`src/rtl/fetch_stage_pkg.sv`:
```
// Shared types and constants for the fetch front end and the pipeline registers.
package fetch_stage_pkg;

  typedef enum logic [1:0] {
    IDLE = 2'd0,
    REQ  = 2'd1,
    HOLD = 2'd2
  } fetch_state_t;

  localparam logic [31:0] NOP_INSTR = 32'h0000_0000;
  localparam logic [31:0] PC_INCR   = 32'h0000_0004;

endpackage

```
`src/rtl/if_id_reg.sv`:
```
// IF/ID pipeline register: load enable, synchronous clear to a bubble, async reset.
module if_id_reg
  import fetch_stage_pkg::*;
#(
  parameter int ADDR_W  = 32,
  parameter int INSTR_W = 32
) (
  input  logic               clk,
  input  logic               rst_n,
  input  logic               i_en,
  input  logic               i_clr,
  input  logic [INSTR_W-1:0] i_instr,
  input  logic [ADDR_W-1:0]  i_pc_plus4,
  input  logic               i_valid,
  output logic [INSTR_W-1:0] o_instr,
  output logic [ADDR_W-1:0]  o_pc_plus4,
  output logic               o_valid
);

  // Clear takes priority over load so a squashed slot always becomes a bubble.
  always_ff @(posedge clk or negedge rst_n) begin
    if (!rst_n) begin
      o_instr    <= INSTR_W'(NOP_INSTR);
      o_pc_plus4 <= {ADDR_W{1'b0}};
      o_valid    <= 1'b0;
    end else if (i_clr) begin
      o_instr    <= INSTR_W'(NOP_INSTR);
      o_pc_plus4 <= {ADDR_W{1'b0}};
      o_valid    <= 1'b0;
    end else if (i_en) begin
      o_instr    <= i_instr;
      o_pc_plus4 <= i_pc_plus4;
      o_valid    <= i_valid;
    end
  end

endmodule

```
`src/rtl/fetch_stage.sv`:
```
// Instruction fetch front end: PC, req/ack imem handshake, hold buffer and IF/ID load.
// Optional FETCH_PERF_EN adds perf_fetched / perf_squashed counters.
module fetch_stage
  import fetch_stage_pkg::*;
#(
  parameter int                ADDR_W   = 32,
  parameter int                INSTR_W  = 32,
  parameter logic [ADDR_W-1:0] RESET_PC = '0
) (
  input  logic               clk,
  input  logic               rst_n,
  input  logic               stallF,
  input  logic               stallD,
  input  logic               pcSrcD,
  input  logic [ADDR_W-1:0]  pcBranchD,
  output logic               imem_req,
  output logic [ADDR_W-1:0]  imem_addr,
  input  logic               imem_ack,
  input  logic [INSTR_W-1:0] imem_rdata,
  output logic [INSTR_W-1:0] instrD,
  output logic [ADDR_W-1:0]  pcPlus4D,
  output logic               validD
`ifdef FETCH_PERF_EN
  ,
  output logic [31:0]        perf_fetched,
  output logic [31:0]        perf_squashed
`endif
);

  fetch_state_t       r_state;
  fetch_state_t       w_state_nxt;
  logic [ADDR_W-1:0]  r_pc_f;
  logic [ADDR_W-1:0]  w_pc_f_nxt;
  logic [ADDR_W-1:0]  r_req_addr;
  logic [ADDR_W-1:0]  w_req_addr_nxt;
  logic               r_drop;
  logic               w_drop_nxt;
  logic [INSTR_W-1:0] r_hold_instr;
  logic [ADDR_W-1:0]  r_hold_pc4;
  logic               w_hold_we;
  logic               w_load;
  logic [INSTR_W-1:0] w_ld_instr;
  logic [ADDR_W-1:0]  w_ld_pc4;
  logic               w_redir;
  logic [ADDR_W-1:0]  w_req_plus4;

  // A redirect from decode is only honoured when decode itself advances.
  assign w_redir     = pcSrcD & ~stallD;
  assign w_req_plus4 = r_req_addr + ADDR_W'(PC_INCR);
  assign imem_req    = (r_state == REQ);
  assign imem_addr   = r_req_addr;

  // Next-state, PC, request address and IF/ID load selection.
  always_comb begin
    w_state_nxt    = r_state;
    w_pc_f_nxt     = r_pc_f;
    w_req_addr_nxt = r_req_addr;
    w_drop_nxt     = r_drop;
    w_hold_we      = 1'b0;
    w_load         = 1'b0;
    w_ld_instr     = imem_rdata;
    w_ld_pc4       = w_req_plus4;
    case (r_state)
      IDLE: begin
        w_state_nxt = REQ;
        if (w_redir) begin
          w_pc_f_nxt     = pcBranchD;
          w_req_addr_nxt = pcBranchD;
        end else begin
          w_pc_f_nxt = r_pc_f;
        end
      end
      REQ: begin
        if (w_redir) begin
          w_pc_f_nxt = pcBranchD;
          if (imem_ack) begin
            w_req_addr_nxt = pcBranchD;
            w_drop_nxt     = 1'b0;
          end else begin
            // In-flight request cannot be withdrawn; discard it when it lands.
            w_drop_nxt = 1'b1;
          end
        end else if (imem_ack) begin
          if (r_drop) begin
            w_drop_nxt     = 1'b0;
            w_req_addr_nxt = r_pc_f;
          end else if (stallD) begin
            w_hold_we   = 1'b1;
            w_pc_f_nxt  = w_req_plus4;
            w_state_nxt = HOLD;
          end else begin
            w_load = 1'b1;
            if (!stallF) begin
              w_pc_f_nxt     = w_req_plus4;
              w_req_addr_nxt = w_req_plus4;
            end else begin
              w_pc_f_nxt = r_pc_f;
            end
          end
        end else begin
          w_req_addr_nxt = r_req_addr;
        end
      end
      HOLD: begin
        if (w_redir) begin
          w_pc_f_nxt     = pcBranchD;
          w_req_addr_nxt = pcBranchD;
          w_state_nxt    = REQ;
        end else if (!stallD) begin
          w_load         = 1'b1;
          w_ld_instr     = r_hold_instr;
          w_ld_pc4       = r_hold_pc4;
          w_req_addr_nxt = r_pc_f;
          w_state_nxt    = REQ;
        end else begin
          w_state_nxt = HOLD;
        end
      end
      default: begin
        w_state_nxt = IDLE;
      end
    endcase
  end

  // Fetch control state registers.
  always_ff @(posedge clk or negedge rst_n) begin
    if (!rst_n) begin
      r_state    <= IDLE;
      r_pc_f     <= RESET_PC;
      r_req_addr <= RESET_PC;
      r_drop     <= 1'b0;
    end else begin
      r_state    <= w_state_nxt;
      r_pc_f     <= w_pc_f_nxt;
      r_req_addr <= w_req_addr_nxt;
      r_drop     <= w_drop_nxt;
    end
  end

  // Hold buffer for a word that arrived while decode was stalled.
  always_ff @(posedge clk or negedge rst_n) begin
    if (!rst_n) begin
      r_hold_instr <= INSTR_W'(NOP_INSTR);
      r_hold_pc4   <= {ADDR_W{1'b0}};
    end else if (w_hold_we) begin
      r_hold_instr <= imem_rdata;
      r_hold_pc4   <= w_req_plus4;
    end
  end

  if_id_reg #(
    .ADDR_W (ADDR_W),
    .INSTR_W(INSTR_W)
  ) u_if_id (
    .clk       (clk),
    .rst_n     (rst_n),
    .i_en      (~stallD),
    .i_clr     (w_redir),
    .i_instr   (w_load ? w_ld_instr : INSTR_W'(NOP_INSTR)),
    .i_pc_plus4(w_load ? w_ld_pc4 : {ADDR_W{1'b0}}),
    .i_valid   (w_load),
    .o_instr   (instrD),
    .o_pc_plus4(pcPlus4D),
    .o_valid   (validD)
  );

`ifdef FETCH_PERF_EN
  logic        w_squash;
  logic [31:0] r_perf_fetched;
  logic [31:0] r_perf_squashed;

  assign w_squash = ((r_state == REQ) & imem_ack & (r_drop | w_redir)) |
                    ((r_state == HOLD) & w_redir);

  // Wrapping event counters for fetched and discarded words.
  always_ff @(posedge clk or negedge rst_n) begin
    if (!rst_n) begin
      r_perf_fetched  <= 32'd0;
      r_perf_squashed <= 32'd0;
    end else begin
      r_perf_fetched  <= r_perf_fetched + {31'd0, w_load};
      r_perf_squashed <= r_perf_squashed + {31'd0, w_squash};
    end
  end

  assign perf_fetched  = r_perf_fetched;
  assign perf_squashed = r_perf_squashed;
`endif

endmodule

```
`config.mk`:
```
export PLATFORM = sky130hd
export DESIGN_NAME = fetch_stage
export DESIGN_NICKNAME = d
export VERILOG_FILES = /design/src/rtl/fetch_stage_pkg.sv /design/src/rtl/if_id_reg.sv /design/src/rtl/fetch_stage.sv
export SDC_FILE = /design/constraint.sdc
export NUM_CORES = 1
export LEC_CHECK = 0
export ABC_AREA = 1
export CAP_MARGIN = 20
export CORE_MARGIN = 2
export CORE_UTILIZATION = 45
export CTS_BUF_LIST = sky130_fd_sc_hd__clkbuf_8
export DETAILED_ROUTE_END_ITERATION = 7
export GPL_TIMING_DRIVEN = 1
export PLACE_DENSITY = 0.69
export SYNTH_ARGS = -nofsm -noshare
export SYNTH_HDL_FRONTEND = slang
export SYNTH_HIERARCHICAL = 1
export SYNTH_SLANG_ARGS = --single-unit
```
`constraint.sdc`:
```
create_clock -name clk -period 4 [get_ports clk]
set_input_delay 0.8 -clock clk [delete_from_list [all_inputs] [get_ports clk]]
set_output_delay 0.8 -clock clk [all_outputs]
set_load 0.02 [all_outputs]
```
# [After elaboration in Yosys (flattened, before gate mapping)]
# Index checks and enable logic that the tools add are counted.
[word_totals] inputBits=70 elab_cells=82 reg_bits=196
[classes] n_bitwise=2 eq_ne=15 mux=46 addsub=1 n_reduce_logical=9
[op_table] op="32-bit 2-to-1 mux" n=21
[op_table] op="32-bit case mux with 3 select lines" n=1
[op_table] op="32-bit case mux with 2 select lines" n=1
[op_table] op="32-bit by 3-bit adder with 32-bit output, second input constant" n=1
[op_table] op="1-bit 2-to-1 mux" n=15
[op_table] op="2-bit 2-to-1 mux" n=6
[op_table] op="2-bit by 1-bit != test with 1-bit output, second input constant" n=4
[op_table] op="4-bit by 2-bit != test with 1-bit output, second input constant" n=2
[op_table] op="2-bit != test, second input constant" n=3
[op_table] op="3-bit by 2-bit != test with 1-bit output, second input constant" n=2
[op_table] op="2-bit case mux with 3 select lines" n=1
[op_table] op="6-bit AND reduction" n=1
[op_table] op="5-bit AND reduction" n=1
[op_table] op="4-bit by 3-bit != test with 1-bit output, second input constant" n=1
[op_table] op="4-bit AND reduction" n=1
[op_table] op="2-bit nonzero test" n=2
[op_table] op="3-bit by 1-bit != test with 1-bit output, second input constant" n=1
[op_table] op="3-bit nonzero test" n=1
[op_table] op="2-bit by 1-bit equality test with 1-bit output, second input constant" n=1
[op_table] op="2-bit equality test, second input constant" n=1
[op_table] op="2-bit zero test" n=1
[op_table] op="1-bit case mux with 2 select lines" n=1
[op_table] op="2-bit AND reduction" n=1
[op_table] op="2-bit OR reduction" n=1
[op_table] op="2 further kinds" n=2

# [Logic depth before layout (Yosys ltp)]
[logic_depth] ltp_word=8 mapped_depth=14 mapped_depth_nobuf=14

# [Cells and area by module]
# The synthesis kept the hierarchy.
[by_module_without_submodules] module="fetch_stage" instances=1 area_each_um2=8374.3 seq_area_each_um2=3278.1 cells_each=1240
[by_module_without_submodules] module="if_id_reg" instances=1 area_each_um2=2590.0 seq_area_each_um2=1626.6 cells_each=283

# [Worst setup path after synthesis]
# Ideal clock, no wire load.
[synth_timing] kind="reg2reg" startpoint="reg r_state[1]" endpoint="reg u_if_id.o_pc_plus4[22]" n_path_buf=2 setup_ns=0.065 slack_ns=2.026 stages_incl_launch_ff=13 arrival_ns=1.909 cell_sequence="dfrtp_1 inv_1 ha_1 buf_6 nand3_1 nand2_1 nand3_2 buf_2 a21oi_1 o21ai_1 inv_1 nand3_1 nand2_1"
[synth_between] elab_chain_len=5 elab_cells_between_ends=7
[synth_lines] item="start: declaration" line_no="fetch_stage.sv:30" text="fetch_state_t r_state;"
[synth_lines] item="start signal: assignment" line_no="fetch_stage.sv:133" text="r_state <= w_state_nxt;"
[synth_lines] item="2-bit by 1-bit equality test with 1-bit output"
[synth_lines] item="named net imem_req" line_no="fetch_stage.sv:16" text="output logic imem_req,"
[synth_lines] item="1-bit case mux with 2 select lines" line_no="fetch_stage.sv:63" text="case (r_state)"
[synth_lines] item="32-bit 2-to-1 mux" line_no="fetch_stage.sv:160" text=".i_pc_plus4(w_load ? w_ld_pc4 : {ADDR_W{1'b0}}),"
[synth_lines] item="32-bit 2-to-1 mux" line_no="if_id_reg.sv:30" text="end else if (i_en) begin"
[synth_lines] item="32-bit 2-to-1 mux" line_no="if_id_reg.sv:26" text="end else if (i_clr) begin"
[synth_lines] item="end signal: assignment" line_no="if_id_reg.sv:24" text="o_pc_plus4 <= {ADDR_W{1'b0}};"
[synth_lines] item="end signal: assignment" line_no="if_id_reg.sv:28" text="o_pc_plus4 <= {ADDR_W{1'b0}};"
[synth_lines] item="end signal: assignment" line_no="if_id_reg.sv:32" text="o_pc_plus4 <= i_pc_plus4;"
[synth_lines] item="end: declaration" line_no="if_id_reg.sv:16" text="output logic [ADDR_W-1:0] o_pc_plus4,"
# The timed path passes the listed nets, and every way through them passes these cells. The select of a mux whose other input is x is not followed.
# A chain may end at the register's enable or synchronous reset.

# [Worst setup path after layout]
[layout_timing] startpoint="in stallD" endpoint="reg r_req_addr[7], in the netlist imem_addr[7]"
[layout_between] elab_chain_len=4 elab_cells_between_ends=10
[layout_lines] item="start: declaration" line_no="fetch_stage.sv:13" text="input logic stallD,"
[layout_lines] item="1-bit inverter"
[layout_lines] item="1-bit bitwise AND" line_no="fetch_stage.sv:48" text="assign w_redir = pcSrcD & ~stallD;"
[layout_lines] item="4-bit by 2-bit != test with 1-bit output (no line) (tied with other cells)"
[layout_lines] item="6-bit AND reduction (no line) or 32-bit case mux with 3 select lines (tied branches)"
[layout_lines] item="end signal: assignment" line_no="fetch_stage.sv:135" text="r_req_addr <= w_req_addr_nxt;"
[layout_lines] item="end: declaration" line_no="fetch_stage.sv:34" text="logic [ADDR_W-1:0] r_req_addr;"
# Parallel ways exist; a longest one is shown, timed or not.

==> summary.txt <==
Setup path
  – Req. time, crit path: 4.36 ns
  – Max incr delay on CP: 0.58 ns
  – Crit-path max FO: 34
  – Crit path buf inv count: 4
  – Most used cell, CP: nand2_1
  – CP top delay family: buffers and inverters
  – CP cell instances: clkdlybuf4s50_1 > inv_2 > nand2_4 > buf_4 > nand2_1 > o2111a_2 > nand3_4 > clkinv_4 > nand2_1 > o22ai_2
  – Element type at the critical path start: primary input
  – Worst Path Arrival: approximately 3.3 ns
  – CP max stage cell: clkdlybuf4s50_1
  – Crit end category: register
  – CP Class: primary input to register

Route
  – Final ANT Viol Nets: 0
  – Detailed-route DRC error count: 0
  – DR vias/cell: approximately 5.3
  – DR pass1 iterations: 5
  – Via count: between 10,000 and 15,000
  – Final wirelength: 32,100 um
  – Initial DRC Count: 848
  – Per-cell routed wire length: roughly 16 um

Run
  – Max-cap violations: 0

Placed design
  – Setup Slack @ Placement: about 0.66 ns
  – Placed insts: just under 2,000
  – Routability cong.: around 0.90
  – Post-DP HPWL: 22,000 um
  – Placed instance area: 0.0128 mm^2
  – I/O Buffers: around 170

Synth
  – Register area share after synthesis: 0.447
  – Yosys top cell by area: dfrtp_1
  – Register bit total from synthesis: 196
  – Main area contributors after synthesis: dfrtp_1 45%, nand2_1 23%, a21oi_1 5.0%
  – Post-synth net total: around 1,600
  – Avg Cell Area, Syn: between 7 and 8 um^2
  – Netlist Area Pre-Place: approximately 0.011 mm^2
  – Synth warn: 6
  – Synth Instances: around 1,500
  – Post-synth cell types: 44
  – Share of the synthesized area in the top cell type: 0.447

Floorplan
  – Die ar.: 0.0256 mm^2
  – Std-Cell Rows: 57
  – Die Span Y: between 150 and 200 um
  – # IOs: between 150 and 200
  – Initial Util: 0.455
  – Die X-Extent: 160 um
  – Core Footprint: about 0.024 mm^2

STA
  – RSZ-0062 raised after global routing: false
  – Clk_skew: 0.0226 ns
  – Final WS setup: approximately 1.1 ns
  – Final Max Slew Viols: 0
  – Period utilization: 0.725
  – Maximum clock frequency: between 0.3 and 0.4 GHz
  – Max_slew headroom: 0.410
  – Fin. Hold Viols: 0
  – Worst Tran Pin Value: about 0.88 ns
  – Setup violators final: 0
  – Final min period: about 2.9 ns
  – Setup TNS: 0 ns

Pwr
  – Logic gate share of total power: 0.493
  – Clock network power share: 0.149
  – Worst VDD drop: just over 0.4 mV
  – Leakage: roughly 6.6 nW
  – Pwr dens: between 600 and 700 mW/mm^2
  – P_int: ~4.8 mW
  – Sw frac: 0.469
  – Psw: ~4.2 mW
  – Register share of total power: 0.358

Layout
  – P&R area growth vs syn: 20.2%
  – Fin cells: ~2,000
  – Multi-input combinational cell area: roughly 0.0052 mm^2
  – Fill count: between 2,000 and 2,500
  – Ant. Diodes: 0
  – Post-route cell area: between 0.01 and 0.015 mm^2
  – Share of cells above drive strength 1: 0.0695
  – Nets: roughly 1,700
  – Reg area: just under 0.005 mm^2
  – Most frequent cells in the layout: 660 x nand2_1, 196 x dfrtp_1, 166 x clkdlybuf4s50_1
  – Most common cell after layout, fill and taps aside: nand2_1

CTS
  – Resized cells post-CTS: 0
  – Hold Buf Count CTS: 0
  – Clk slew on worst S/H paths: roughly 0.11 ns
  – Root buffer cell: clkbuf_8
  – Clk_lat worst skew: ~0.48 ns
  – Total CTS buffers: 17
  – CTS tree: yes
  – Setup Buffers After CTS: 0
  – Clock buffer depth: 2
  – CTS sink cnt: between 150 and 200
  – CTS H-tree lvls: 4

Global route
  – GRT Total Usage: 0.252
  – Initial antenna violation count: 0
  – First-pass GRT wire length: around 52,000 um
  – Largest net degree at the start of global routing: 86
  – Vias in the first global route: between 9,000 and 10,000
  – GR Overflow Total: 0

Hold path
  – Worst Hold Class: primary input to async pin

Run status
  – Status: completed
## cell families after synthesis
| family | synth area share |
|---|---|
| xor gates and xnor gates | 0.00639 |
| AOI/OAI and AO/OA | 0.155 |
| DFF | 0.447 |
| buffers and inverters | 0.0810 |
| adders and majority gates | 0.00571 |
| and+or+nand+nor | 0.305 |
## power by group through the flow
stage / Combinational (mW) / Clock, mW / Sequential [mW]
after floorplan: 3.03 / 0 / 3.29
after global placement: 4.32 / 0 / 3.24
after detailed placement: 4.42 / 0 / 3.25
after CTS: 4.44 / 1.37 / 3.22
after global routing: 4.99 / 1.45 / 3.31
final: 4.46 / 1.34 / 3.23
## per-layer routing
metal	vias up	track usage	wire length (um)
li1	5098	-	-
met1	4965	0.365	14700
met2	389	0.403	14700
met3	39	0.0379	2150
met4	0	0.0573	480
met5	-	0	0
## stage by stage
stage	hold slack, ns	power, mW	utilization
after floorplan	0.442	6.32	-
after global placement	0.453	7.57	0.530
after detailed placement	0.457	7.67	0.530
after CTS	0.296	9.02	0.547
after global routing	0.319	9.75	0.547
final	0.288	9.04	0.547
## cell usage after synthesis (all sizes together)
library cell	instances
nand2	665
dfrtp	196
a21oi	120
o21ai	115
inv	103
nand3	96
nor2	64
buf	55
clkbuf	34
o211ai	17
o22ai	12
o21a	11
xor2	7
a31oi	6
ha	5
clkinv	3
o2111ai	3
nand4	2
nor3	2
a211oi	1
and2	1
nand3b	1
o2111a	1
o221ai	1
or2	1
xnor2	1
## worst paths after layout
check	startpoint	end	slack [ns]	cells past startpoint
worst max-delay path	stallD	imem_addr[7]	1.10	10
worst min-delay path	rst_n	u_if_id/o_pc_plus4[13]	0.29	1
worst max register to register	r_state[0]	r_pc_f[18]	1.30	10
worst min register to register	u_if_id/o_pc_plus4[17]	u_if_id/o_pc_plus4[17]	0.48	2
max in group asynchronous	rst_n	r_hold_instr[21]	2.65	2
min in group clk	u_if_id/o_pc_plus4[17]	u_if_id/o_pc_plus4[17]	0.48	2
## layout make-up
cell class | instances | share of cell area
multi-input combinational | 1132 | 0.393
sequential | 196 | 0.372
timing repair buffer | 188 | 0.142
inverter | 106 | 0.0308
tap | 324 | 0.0308
clock buffer | 17 | 0.0178
clock inverter | 15 | 0.0137
## sequential cells by signal, summed over array words and instances (netlist names)
| signal | flops |
|---|---|
| imem_addr | 32 |
| r_drop | 1 |
| r_hold_instr | 32 |
| r_hold_pc4 | 32 |
| r_pc_f | 32 |
| r_state | 2 |
| u_if_id/o_instr | 32 |
| u_if_id/o_pc_plus4 | 32 |
| u_if_id/o_valid | 1 |
Note: power is estimated with default switching activity, not from simulation.
